===== src/rtl/sg_window_buffer.sv =====
// -----------------------------------------------------------------------------
// sg_window_buffer
//
// Sliding-window sample buffer in front of the Savitzky-Golay (sgc) stage.
// Samples arrive one per accepted handshake and are shifted into a
// WINDOW_SIZE-deep register array. Once the array is full, every accepted
// sample produces a new window (stride 1). The window is held stable until
// downstream consumes it, and input is back-pressured while the window waits.
//
// Ports
//   clk          rising-edge clock
//   reset        synchronous, active-low reset
//   clear        synchronous flush of window contents, active-high
//   in_valid     in_data carries a sample
//   in_ready     buffer can accept a sample this cycle (never depends on in_valid)
//   in_data      signed sample
//   data_window  last WINDOW_SIZE samples, [0] oldest, [WINDOW_SIZE-1] newest
//   win_valid    data_window holds a full, unconsumed window
//   win_ready    downstream consumes the window this cycle
//   fill_count   samples held, saturating at WINDOW_SIZE
//   windows_out  count of completed output handshakes, wraps; reset only
// -----------------------------------------------------------------------------
module sg_window_buffer #(
    parameter int WINDOW_SIZE = 7,
    parameter int DATA_WIDTH  = 32
) (
    input  logic                                 clk,
    input  logic                                 reset,
    input  logic                                 clear,
    input  logic                                 in_valid,
    output logic                                 in_ready,
    input  logic signed [DATA_WIDTH-1:0]         in_data,
    output logic signed [DATA_WIDTH-1:0]         data_window [0:WINDOW_SIZE-1],
    output logic                                 win_valid,
    input  logic                                 win_ready,
    output logic [$clog2(WINDOW_SIZE+1)-1:0]     fill_count,
    output logic [31:0]                          windows_out
);

    localparam int                FILL_W = $clog2(WINDOW_SIZE + 1);
    localparam logic [FILL_W-1:0] FULL   = FILL_W'(WINDOW_SIZE);

    logic              accept;
    logic              consume;
    logic [FILL_W-1:0] fill_next;

    // NOTE: every signal driven here gets a default first, so no path can
    // leave a value unassigned and infer a latch.
    always_comb begin
        in_ready  = reset && !clear && (!win_valid || win_ready);
        accept    = in_valid && in_ready;
        consume   = win_valid && win_ready;
        fill_next = fill_count;
        if (accept && (fill_count != FULL)) begin
            fill_next = fill_count + FILL_W'(1);
        end
    end

    // NOTE: non-blocking assignments throughout, so the shift reads the
    // pre-edge contents of every stage and the chain moves exactly one step.
    always_ff @(posedge clk) begin
        if (!reset) begin
            // NOTE: the window array is reset explicitly because its zeroed
            // contents are visible on data_window, not just internal storage.
            for (int i = 0; i < WINDOW_SIZE; i++) begin
                data_window[i] <= '0;
            end
            win_valid   <= 1'b0;
            fill_count  <= '0;
            windows_out <= '0;
        end else if (clear) begin
            // Clear beats accept and consume; windows_out is deliberately kept.
            for (int i = 0; i < WINDOW_SIZE; i++) begin
                data_window[i] <= '0;
            end
            win_valid  <= 1'b0;
            fill_count <= '0;
        end else begin
            if (accept) begin
                for (int i = 0; i < WINDOW_SIZE - 1; i++) begin
                    data_window[i] <= data_window[i+1];
                end
                data_window[WINDOW_SIZE-1] <= in_data;
            end
            fill_count <= fill_next;

            // A fresh full window wins over the consume of the previous one,
            // so a simultaneous consume+accept keeps win_valid high.
            if (accept && (fill_next == FULL)) begin
                win_valid <= 1'b1;
            end else if (consume) begin
                win_valid <= 1'b0;
            end

            if (consume) begin
                windows_out <= windows_out + 32'd1;
            end
        end
    end

endmodule


===== config.mk =====
export PLATFORM = sky130hd
export DESIGN_NAME = sg_window_buffer
export DESIGN_NICKNAME = d
export VERILOG_FILES = /design/src/rtl/sg_window_buffer.sv
export SDC_FILE = /design/constraint.sdc
export NUM_CORES = 1
export LEC_CHECK = 0
export BUFFER_PORTS_ARGS = -buffer_cell sky130_fd_sc_hd__buf_2
export CORE_MARGIN = 2
export CORE_UTILIZATION = 45
export DETAILED_ROUTE_END_ITERATION = 12
export GPL_TIMING_DRIVEN = 0
export PLACE_DENSITY = 0.72
export REMOVE_ABC_BUFFERS = 1
export SLEW_MARGIN = 20
export SYNTH_ARGS = -nofsm -noshare
export SYNTH_HDL_FRONTEND = slang
export SYNTH_SLANG_ARGS = --single-unit

===== constraint.sdc =====
create_clock -name clk -period 4.83 [get_ports clk]
set_input_delay 0.2415 -clock clk [delete_from_list [all_inputs] [get_ports clk]]
set_output_delay 0.2415 -clock clk [all_outputs]
set_load 0.03 [all_outputs]

==> impl_metrics.tcl, run 1 <==
set metrics [dict create \
    status "finished clean" \
    track_usage_pct 20.08 \
    finalPower_mw 4.402 \
    critPathArrivalTime_ns 2.97 \
    initial_core_util_pct 46.10 \
    postCtsSetupBuffers 0 \
    cts.path.max_buffers 3 \
    cp-end-kind "flop" \
    drv_slew 0 \
    n_antenna_cell 0 \
    die_w_um 148.2 \
    drt_iter0_drc 404 \
    ys_warn_count 0 \
    setup_tns_ns 0 \
    avgSynthCellArea_sq_um 7.958 \
    drc_errors 0 \
    cts_sinks 260 \
    areaGrowthSynthToFinish_pct 31.90 \
    ys_ff_latch 260 \
    critPathKind "primary input to flop" \
    synth_top_flop_cell "dfxtp_1" \
    rows 52 \
    power.leakage_nw 5.206 \
    cts_buffers 28 \
    drive_above_1_share_pct 24.36 \
    clock-root-buffer "clkbuf_16" \
    postSynth.asyncResetShare_pct 0 \
    place.gp.congestion 0.7790 \
    drt_pre_antenna_iters 5 \
    drt_wl_total_mm 23.32 \
    mostFrequentLayoutCells "nand2_1 (460), buf_2 (297), dfxtp_1 (260)" \
    skew_ns 0.007002 \
    syn_area_sq_mm 0.009359 \
    die_h_um 148.2 \
    critPathMaxFanout 87 \
    vias_per_cell 4.857 \
    rsz0062_at_grt "false" \
    vias 8510 \
    synth_edf_count 0 \
    final-hold-violation-count 0 \
    hold_class "primary input to flop" \
    worstMarginPinSlew_ns 0.9822 \
    synth_cell_types 32 \
    critPathRequiredTime_ns 5.23 \
    numPortBuffers 297 \
    cts_tree "done" \
    ir_drop_mv 0.3684 \
    finalCriticalPeriod_ns 2.568 \
    insertion_delay_ns 0.53 \
    postCtsHoldBufs 33 \
    synthTopCellsByArea "dfxtp_1 (56%), nand2_1 (18%), o21ai_0 (12%)" \
    final_common_cell "nand2_1" \
    relSlewSlack_pct 34.45 \
    setup_viol 0 \
    finalCritPeriodShare_pct 53.16 \
    wire_per_inst_um 13.31 \
    grt_pass1_vias 7437 \
    antenna_found_initial 0 \
    synth_top_area_share_pct 55.61 \
    synth-seq-area-share_pct 55.61 \
    worstSetupStartpointType "primary input" \
    grt_max_degree 94 \
    detail-route-antenna-nets 0 \
    cts_htree_levels 1 \
    cts.clk_slew.worst_paths_ns 0.06 \
    io_pins 298 \
    core_sq_mm 0.02030 \
    synth_largest_area_cell "dfxtp_1" \
    powerDensity_mw_per_mm2 356.6 \
    grt_pass1_wl_mm 37.02 \
    syn_inst 1176 \
    ctsResizeCount 0 \
    place_hpwl_mm 15.48 \
    grt.overflow.total 0 \
    finalNetCount 1501 \
    max_cap_violations 0 \
    die-area_sq_mm 0.02197 \
    fmax_mhz 389.5 \
]
==> power by group <==
group | internal, mW | switching (mW) | total (mW)
Combinational | 0.0677 | 0.124 | 0.192
Clock | 1.19 | 0.853 | 2.04
Sequential | 2.16 | 0.0104 | 2.17
Total | 3.41 | 0.987 | 4.40
==> metal layers <==
layer,global-route usage [%],routed length (um),vias up
li1,-,-,4436
met1,25.59,10090,3783
met2,32.48,10600,246
met3,6.074,1863,45
met4,7.000,759,0
met5,0,0,-
==> critical path, stage by stage <==
cell     delay, ns
buf_2         0.16
nor2b_4       0.56
buf_16        0.25
and3_4        0.65
buf_12        0.31
buf_12        0.27
buf_16        0.28
o21ai_0       0.15
==> cells by family after synthesis <==
family	share of synthesized area (%)
flip-flops	55.61
AO/OA/AOI/OAI	14.37
XOR/XNOR	1.029
multiplexers	0.7754
AND/OR/NAND/NOR	23.58
buffers and inverters	4.225
adder cells (fa/ha/maj)	0.4011
==> synthesized netlist by cell type (all sizes together) (2+ instances only) <==
cell,instances
mux2i,5
nand2b,5
inv,7
and4,3
nand3,11
dfxtp,260
nand4,4
clkbuf,51
nor2,14
and2,3
o21ai,232
nand2,460
nand4b,3
a21oi,19
xor2,3
nor3,3
or4,11
mux2,2
nor4,5
o31ai,11
or3,10
ha,3
and3,3
xnor2,8
buf,36
==> flip-flops by register name, indices dropped and copies added (netlist names) <==
register and flops:
data_window 224, windows_out 32, fill_count 3, win_valid 1
==> path summary, 6_finish.rpt <==
kind	start	end	slack, ns	depth (start not counted)
max	reset	data_window[220]$_SDFFE_PP0P_	2.26	8
min	reset	windows_out[31]$_SDFFE_PN0P_	0.04	3
max reg2reg	win_valid$_SDFFE_PP0P_	windows_out[30]$_SDFFE_PN0P_	2.45	4
min reg2reg	data_window[215]$_SDFFE_PP0P_	data_window[215]$_SDFFE_PP0P_	0.45	2
==> area by class of cell <==
| cell class | count | area [sq um] |
|---|---|---|
| sequential | 260 | 5205 |
| clock buffer | 41 | 829.5 |
| inverter | 7 | 26.28 |
| tap | 270 | 337.8 |
| multi-input combinational | 822 | 3771 |
| fill | 1801 | 7955 |
| clock inverter | 10 | 65.06 |
| timing repair buffer | 342 | 2110 |
==> per-stage QoR <==
stage | instance area (sq um) | hold WS (ns) | std cells | worst slack, ns | utilization [%]
floorplan | 8990 | 0.3501 | 1089 | -10.46 | -
global placement | 10810 | 0.4339 | 1656 | -17.65 | 53.27
detailed placement | 11120 | 0.4393 | 1668 | 1.728 | 54.78
CTS | 12340 | 0.01058 | 1752 | 2.288 | 60.81
global route | 12340 | 0.03150 | 1752 | 2.011 | 60.81
finish | 12340 | 0.03699 | 1752 | 2.262 | 60.81
Note: power is estimated with default switching activity, not from simulation.
==> run 2: changes to the inputs <==
Settings changed: ABC_AREA from default to 1.
Clock period 4.83 ns to 2.65 ns, I/O delays scaled along.
==> run 2 against run 1 <==
Compared with the run above: critical path depth rose by 1; register-to-register slack got worse by 2.0 ns; sequential cell count unchanged; via count is 2.5% higher; clock-buffer cell count shrank 1; wire length increased by 5.5%; non-clock buffer count fell by 2; first-iteration DRC count up 6.4%.
==> impl_metrics.tcl, run 2 <==
set metrics [dict create \
    mostFrequentLayoutCells "nand2_1 (389), buf_2 (297), dfxtp_1 (260)" \
    cts.clk_slew.worst_paths_ns 0.06 \
    cts_tree "done" \
    syn_inst 1231 \
    largest_reg_flops 224 \
    post_dp_cell_area_sq_mm 0.01124 \
    power.leakage_nw 6.195 \
    max_cap_violations 0 \
    die_w_um 150.4 \
    r2r_cells 9 \
    die-area_sq_mm 0.02263 \
    fin_cells 1821 \
    synthTopCellsByArea "dfxtp_1 (54%), nand2_1 (15%), nand3_1 (11%)" \
    synth_edf_count 0 \
    relSlewSlack_pct 61.48 \
    cts_sinks 260 \
    fillers 1914 \
    top_regs "data_window x224, windows_out x32, fill_count x3" \
    final-hold-violation-count 0 \
    ys_warn_count 0 \
    grt_pass1_wl_mm 38.66 \
    r2r_slack_ns 0.43 \
    fmax_mhz 449.8 \
    drc_errors 0 \
    powerDensity_mw_per_mm2 644.0 \
    io_pins 298 \
    status "finished clean" \
    post-place-cells 1737 \
    finalCritPeriodShare_pct 83.89 \
    cts_htree_levels 1 \
    skew_ns 0.007889 \
    postSynth.asyncResetShare_pct 0 \
    met2_usage_pct 34.27 \
    die_h_um 150.4 \
    intPower_mw 6.251 \
    whs_path_depth 4 \
    track_usage_pct 20.65 \
    place_hpwl_mm 16.21 \
    min_from "clear" \
    vias 8719 \
    rows 53 \
    multi_input_area_sq_mm 0.003672 \
    grt_use_met1_pct 25.71 \
    synth_largest_area_cell "dfxtp_1" \
    cts.path.max_buffers 3 \
    critPathArrivalTime_ns 2.64 \
    finalNetCount 1565 \
    cts_buffers 28 \
    final_common_cell "nand2_1" \
    drt_pre_antenna_iters 5 \
    detail-route-antenna-nets 0 \
    grt_pass1_vias 7767 \
    synthMostInstantiatedCell "nand2_1" \
    critPathMaxFanout 118 \
    worstMarginPinSlew_ns 0.5764 \
    setup_ws_ns 0.4269 \
    core_sq_mm 0.02102 \
    synth_cell_types 32 \
    drv_slew 0 \
    initial_core_util_pct 45.90 \
    place_ws_ns 0.1481 \
    numPortBuffers 297 \
    crit_slowest_cell "dfxtp_1" \
    synth_top_area_share_pct 53.94 \
    drive_above_1_share_pct 23.74 \
    p_clk_share_pct 46.7 \
    ir_drop_mv 0.4626 \
    wire_per_inst_um 13.51 \
    worstSetupStartpointType "flop" \
    grt.overflow.total 0 \
    stdcell_area_sq_mm 0.01246 \
    p_switching_mw 1.775 \
    synth-seq-area-share_pct 53.94 \
    grt_use_met3_pct 6.030 \
    finalCriticalPeriod_ns 2.223 \
    avgSynthCellArea_sq_um 7.839 \
    cp-end-kind "flop" \
    synth_top_flop_cell "dfxtp_1" \
    place.gp.congestion 0.8444 \
    hold_class "primary input to flop" \
    rsz0062_at_grt "false" \
    setup_viol 0 \
    regArea_sq_mm 0.005205 \
    path_cells "inv_1 > nor2_1 > nor2_4 > nand2_8 > buf_16 > inv_8 > buf_16 > nand2_1 > nand2_1" \
    r2r-end "data_window[217]$_SDFFE_PP0P_" \
    busiest_layer "met2" \
    synthTopCellsByCount "nand2_1 (389), dfxtp_1 (260), nand3_1 (208), o21ai_0 (74), inv_1 (72)" \
    drt_iter0_drc 430 \
    n_antenna_cell 0 \
    p_sw_share_pct 22.11 \
    seqPwrFrac_pct 49.0 \
    largest_register "data_window" \
    critPathKind "flop to flop" \
    ys_ff_latch 260 \
    reg2reg_from "win_valid$_SDFFE_PP0P_" \
    clock-root-buffer "clkbuf_16" \
    antenna_found_initial 0 \
    critPathRequiredTime_ns 3.07 \
    syn_area_sq_mm 0.009649 \
    areaGrowthSynthToFinish_pct 29.16 \
    vias_per_cell 4.788 \
    hold_end "windows_out[1]$_SDFFE_PN0P_" \
    max_stage_delay_ns 0.41 \
    grt_max_degree 144 \
    drt_wl_total_mm 24.61 \
    insertion_delay_ns 0.53 \
    comb_power_share_pct 4.3 \
]
## run 2: critical path: cells and delay by family, from the launching register on
kind | cells | cell delay, ns
flip-flops | 1 | 0.41
buffers and inverters | 4 | 0.99
AND/OR/NAND/NOR | 5 | 0.67
## run 2: final cells by class
cell class,instances,area share (%)
well taps,275,2.761
repair buffers,340,16.54
inverters,75,2.319
multi-input cells,820,29.46
flip-flops and latches,260,41.76
clock buffers,40,6.475
clock inverters,11,0.6726
## run 2: per-stage QoR
stage / hold slack [ns] / utilization (%) / power, mW / TNS, ns
after floorplan: 0.2529 / - / 4.181 / -526.46
after global placement: 0.3982 / 52.21 / 4.283 / -1033.31
after detailed placement: 0.4106 / 53.48 / 4.326 / 0
after CTS: 0.005567 / 59.29 / 8.119 / 0
after global routing: 0.04494 / 59.29 / 8.324 / 0
final: 0.02645 / 59.29 / 8.026 / 0
## run 2: what timing repair did
| item | in CTS | in global routing |
|---|---|---|
| buffers inserted | 0 | 0 |
| hold buffers | 33 | 0 |
| endpoints found under the hold margin | 33 | 0 |
| resized for setup | 0 | 0 |
| endpoints found under the setup margin | 0 | 0 |
## run 2: kinds of logic (layout without fill, tap and decap cells)
group	after synthesis	count (layout)	synth area share (%)
xor gates and xnor gates	3	3	0.2724
and+or+nand+nor	679	679	30.11
buffers and inverters	151	466	8.143
DFF	260	260	53.94
adders and majority gates	3	3	0.3890
AOI/OAI and AO/OA	135	135	7.145
## run 2: power by group through the flow
stage / sequential, mW / clock (mW) / combinational, mW
after floorplan: 4.05 / 0 / 0.130
after global placement: 4.02 / 0 / 0.264
after detailed placement: 4.02 / 0 / 0.307
after CTS: 3.93 / 3.84 / 0.346
after global routing: 3.93 / 4.01 / 0.378
final: 3.93 / 3.75 / 0.347
## run 2: layer usage
layer | share of wire [%] | wire, um
met3 | 7.8 | 1924
met5 | 0 | 0
met4 | 2.8 | 685
met2 | 47 | 11610
met1 | 42 | 10390
## run 2: how the worst max path moves through the flow
stage | from | endpoint | slack [ns] | cells past startpoint
global route | win_valid$_SDFFE_PP0P_ | data_window[209]$_SDFFE_PP0P_ | 0.17 | 9
floorplan | win_valid$_SDFFE_PP0P_ | data_window[100]$_SDFFE_PP0P_ | -2.87 | 7
CTS | win_valid$_SDFFE_PP0P_ | data_window[217]$_SDFFE_PP0P_ | 0.37 | 9
finish | win_valid$_SDFFE_PP0P_ | data_window[217]$_SDFFE_PP0P_ | 0.43 | 9
detailed placement | reset | data_window[102]$_SDFFE_PP0P_ | 0.15 | 9
global placement | reset | data_window[145]$_SDFFE_PP0P_ | -5.71 | 7
==> run 3: changes to the inputs <==
Settings changed: ABC_AREA 1 to 0, PLACE_DENSITY 0.72 to 0.75.
Clock period 2.65 ns to 2 ns, I/O delays scaled along.
==> run 3 against run 2 <==
Compared with the run above: wire length decreased by 3.2%; worst hold slack improved by 0.024 ns; global-route usage is 0.14 points lower; clock-buffer cell count rose by 3; sequential share of layout area fell by 0.28 points; core utilization grew 2.6 points; clock skew rose by 0.0020 ns; sequential cell count stayed put; via count down 1.0%; non-clock buffer count increased by 17; critical path type unchanged.
==> impl_metrics.tcl, run 3 (same netlist as run 1, synthesis figures left out) <==
set metrics [dict create \
    setup_ws_ns 0.04835 \
    die-area_sq_mm 0.02197 \
    grt.overflow.total 0 \
    vias_per_cell 4.883 \
    critPathLaunch "win_valid$_SDFFE_PP0P_" \
    cts.path.max_buffers 3 \
    setup_viol 0 \
    grt_max_degree 98 \
    reg2reg_from "win_valid$_SDFFE_PP0P_" \
    clock-root-buffer "clkbuf_16" \
    cts_sinks 260 \
    die_w_um 148.2 \
    antenna_found_initial 0 \
    powerDensity_mw_per_mm2 863.7 \
    cts_htree_levels 1 \
    initial_core_util_pct 46.10 \
    rows 52 \
    drt_wl_total_mm 23.83 \
    detail-route-antenna-nets 0 \
    largest_register "data_window" \
    insertion_delay_ns 0.52 \
    critPathRequiredTime_ns 2.43 \
    drt_iter0_drc 488 \
    place_ws_ns -0.4238 \
    stdcell_area_sq_mm 0.01257 \
    fmax_mhz 512.4 \
    drive_above_1_share_pct 25.78 \
    status "finished clean" \
    place.gp.congestion 0.7769 \
    critPathMaxFanout 8 \
    skew_ns 0.009881 \
    grt_pass1_vias 7613 \
    cts_buffers 27 \
    cts.clk_slew.worst_paths_ns 0.06 \
    critPathKind "flop to flop" \
    power.leakage_nw 5.301 \
    wire_per_inst_um 13.49 \
    min_from "clear" \
    critPathArrivalTime_ns 2.39 \
    ir_drop_mv 0.7402 \
    largest_reg_flops 224 \
    areaGrowthSynthToFinish_pct 34.32 \
    drc_errors 0 \
    hold_class "primary input to flop" \
    finalNetCount 1517 \
    final-hold-violation-count 0 \
    drt_pre_antenna_iters 5 \
    mostFrequentLayoutCells "nand2_1 (459), buf_2 (297), dfxtp_1 (256)" \
    finalCritPeriodShare_pct 97.58 \
    finalPower_mw 10.86 \
    place_hpwl_mm 15.42 \
    track_usage_pct 20.50 \
    post_dp_cell_area_sq_mm 0.01111 \
    relSlewSlack_pct 36.05 \
    worstMarginPinSlew_ns 0.9582 \
    path_cells "nand4b_1 > or3_4 > buf_12 > or4_1 > a21oi_2" \
    fin_util_pct 61.93 \
    io_pins 298 \
    die_h_um 148.2 \
    grt_pass1_wl_mm 37.87 \
    worstSetupStartpointType "flop" \
    n_antenna_cell 0 \
    drv_slew 0 \
    final_common_cell "nand2_1" \
    max_stage_delay_ns 0.52 \
    cp-end-kind "flop" \
    finalCriticalPeriod_ns 1.952 \
    crit_slowest_cell "or4_1" \
    numPortBuffers 297 \
    vias 8629 \
    top_regs "data_window x224, windows_out x32, fill_count x3" \
    core_sq_mm 0.02030 \
    cts_tree "done" \
    max_cap_violations 0 \
]
==> run 3: repair_timing <==
action	4_1_cts	5_1_grt
hold buffers	35	0
hold endpoints to repair	39	0
endpoints found under the setup margin	47	36
gates resized for setup	4	11
pin swaps	3	6
cloned	2	0
buffers inserted	2	11
==> run 3: final timing paths <==
path | end | slack, ns | cells after the start
setup / recovery | windows_out[28]$_SDFFE_PN0P_ | 0.05 | 5
hold / removal | fill_count[0]$_SDFF_PP0_ | 0.05 | 3
setup reg to reg | windows_out[28]$_SDFFE_PN0P_ | 0.05 | 5
hold reg to reg | data_window[221]$_SDFFE_PP0P_ | 0.45 | 2
==> run 3: report_power, final <==
part           switching [mW]  total, mW  internal (mW)
clock                    1.97       5.14           3.17
combinational           0.307      0.478          0.171
sequential             0.0249       5.24           5.21
==> run 3: layout make-up <==
| type | instances | area [sq um] |
|---|---|---|
| tap | 270 | 337.8 |
| timing repair buffer | 357 | 2232 |
| fill | 1711 | 7729 |
| clock buffer | 43 | 855.8 |
| multi-input combinational | 824 | 3819 |
| inverter | 7 | 26.28 |
| clock inverter | 6 | 85.08 |
| sequential | 260 | 5215 |
==> run 3: per-layer routing <==
layer  global-route usage, %  part of all wire, %  vias to the layer above
met5                       0                    0                        -
met4                   5.952                  2.2                        0
met3                   5.184                  8.0                       35
met2                   34.24                   48                      260
met1                   26.39                   42                     3875
li1                        -                    -                     4459
==> run 3: worst max-delay path, delay by kind of cell (launching register included) <==
family          cells  cell delay [ns]
simple gates        3             1.22
compound gates      1             0.15
buf+inv             1             0.15
flops               1             0.37
==> run 3: through the flow <==
stage | setup TNS [ns] | hold WS, ns | instances
floorplan | -2983.98 | 0.2086 | 1089
global placement | -4492.96 | 0.2915 | 1656
detailed placement | -39.82 | 0.2974 | 1668
CTS | 0 | 0.02803 | 1756
global route | -0.1576 | 0.05081 | 1767
finish | 0 | 0.05068 | 1767
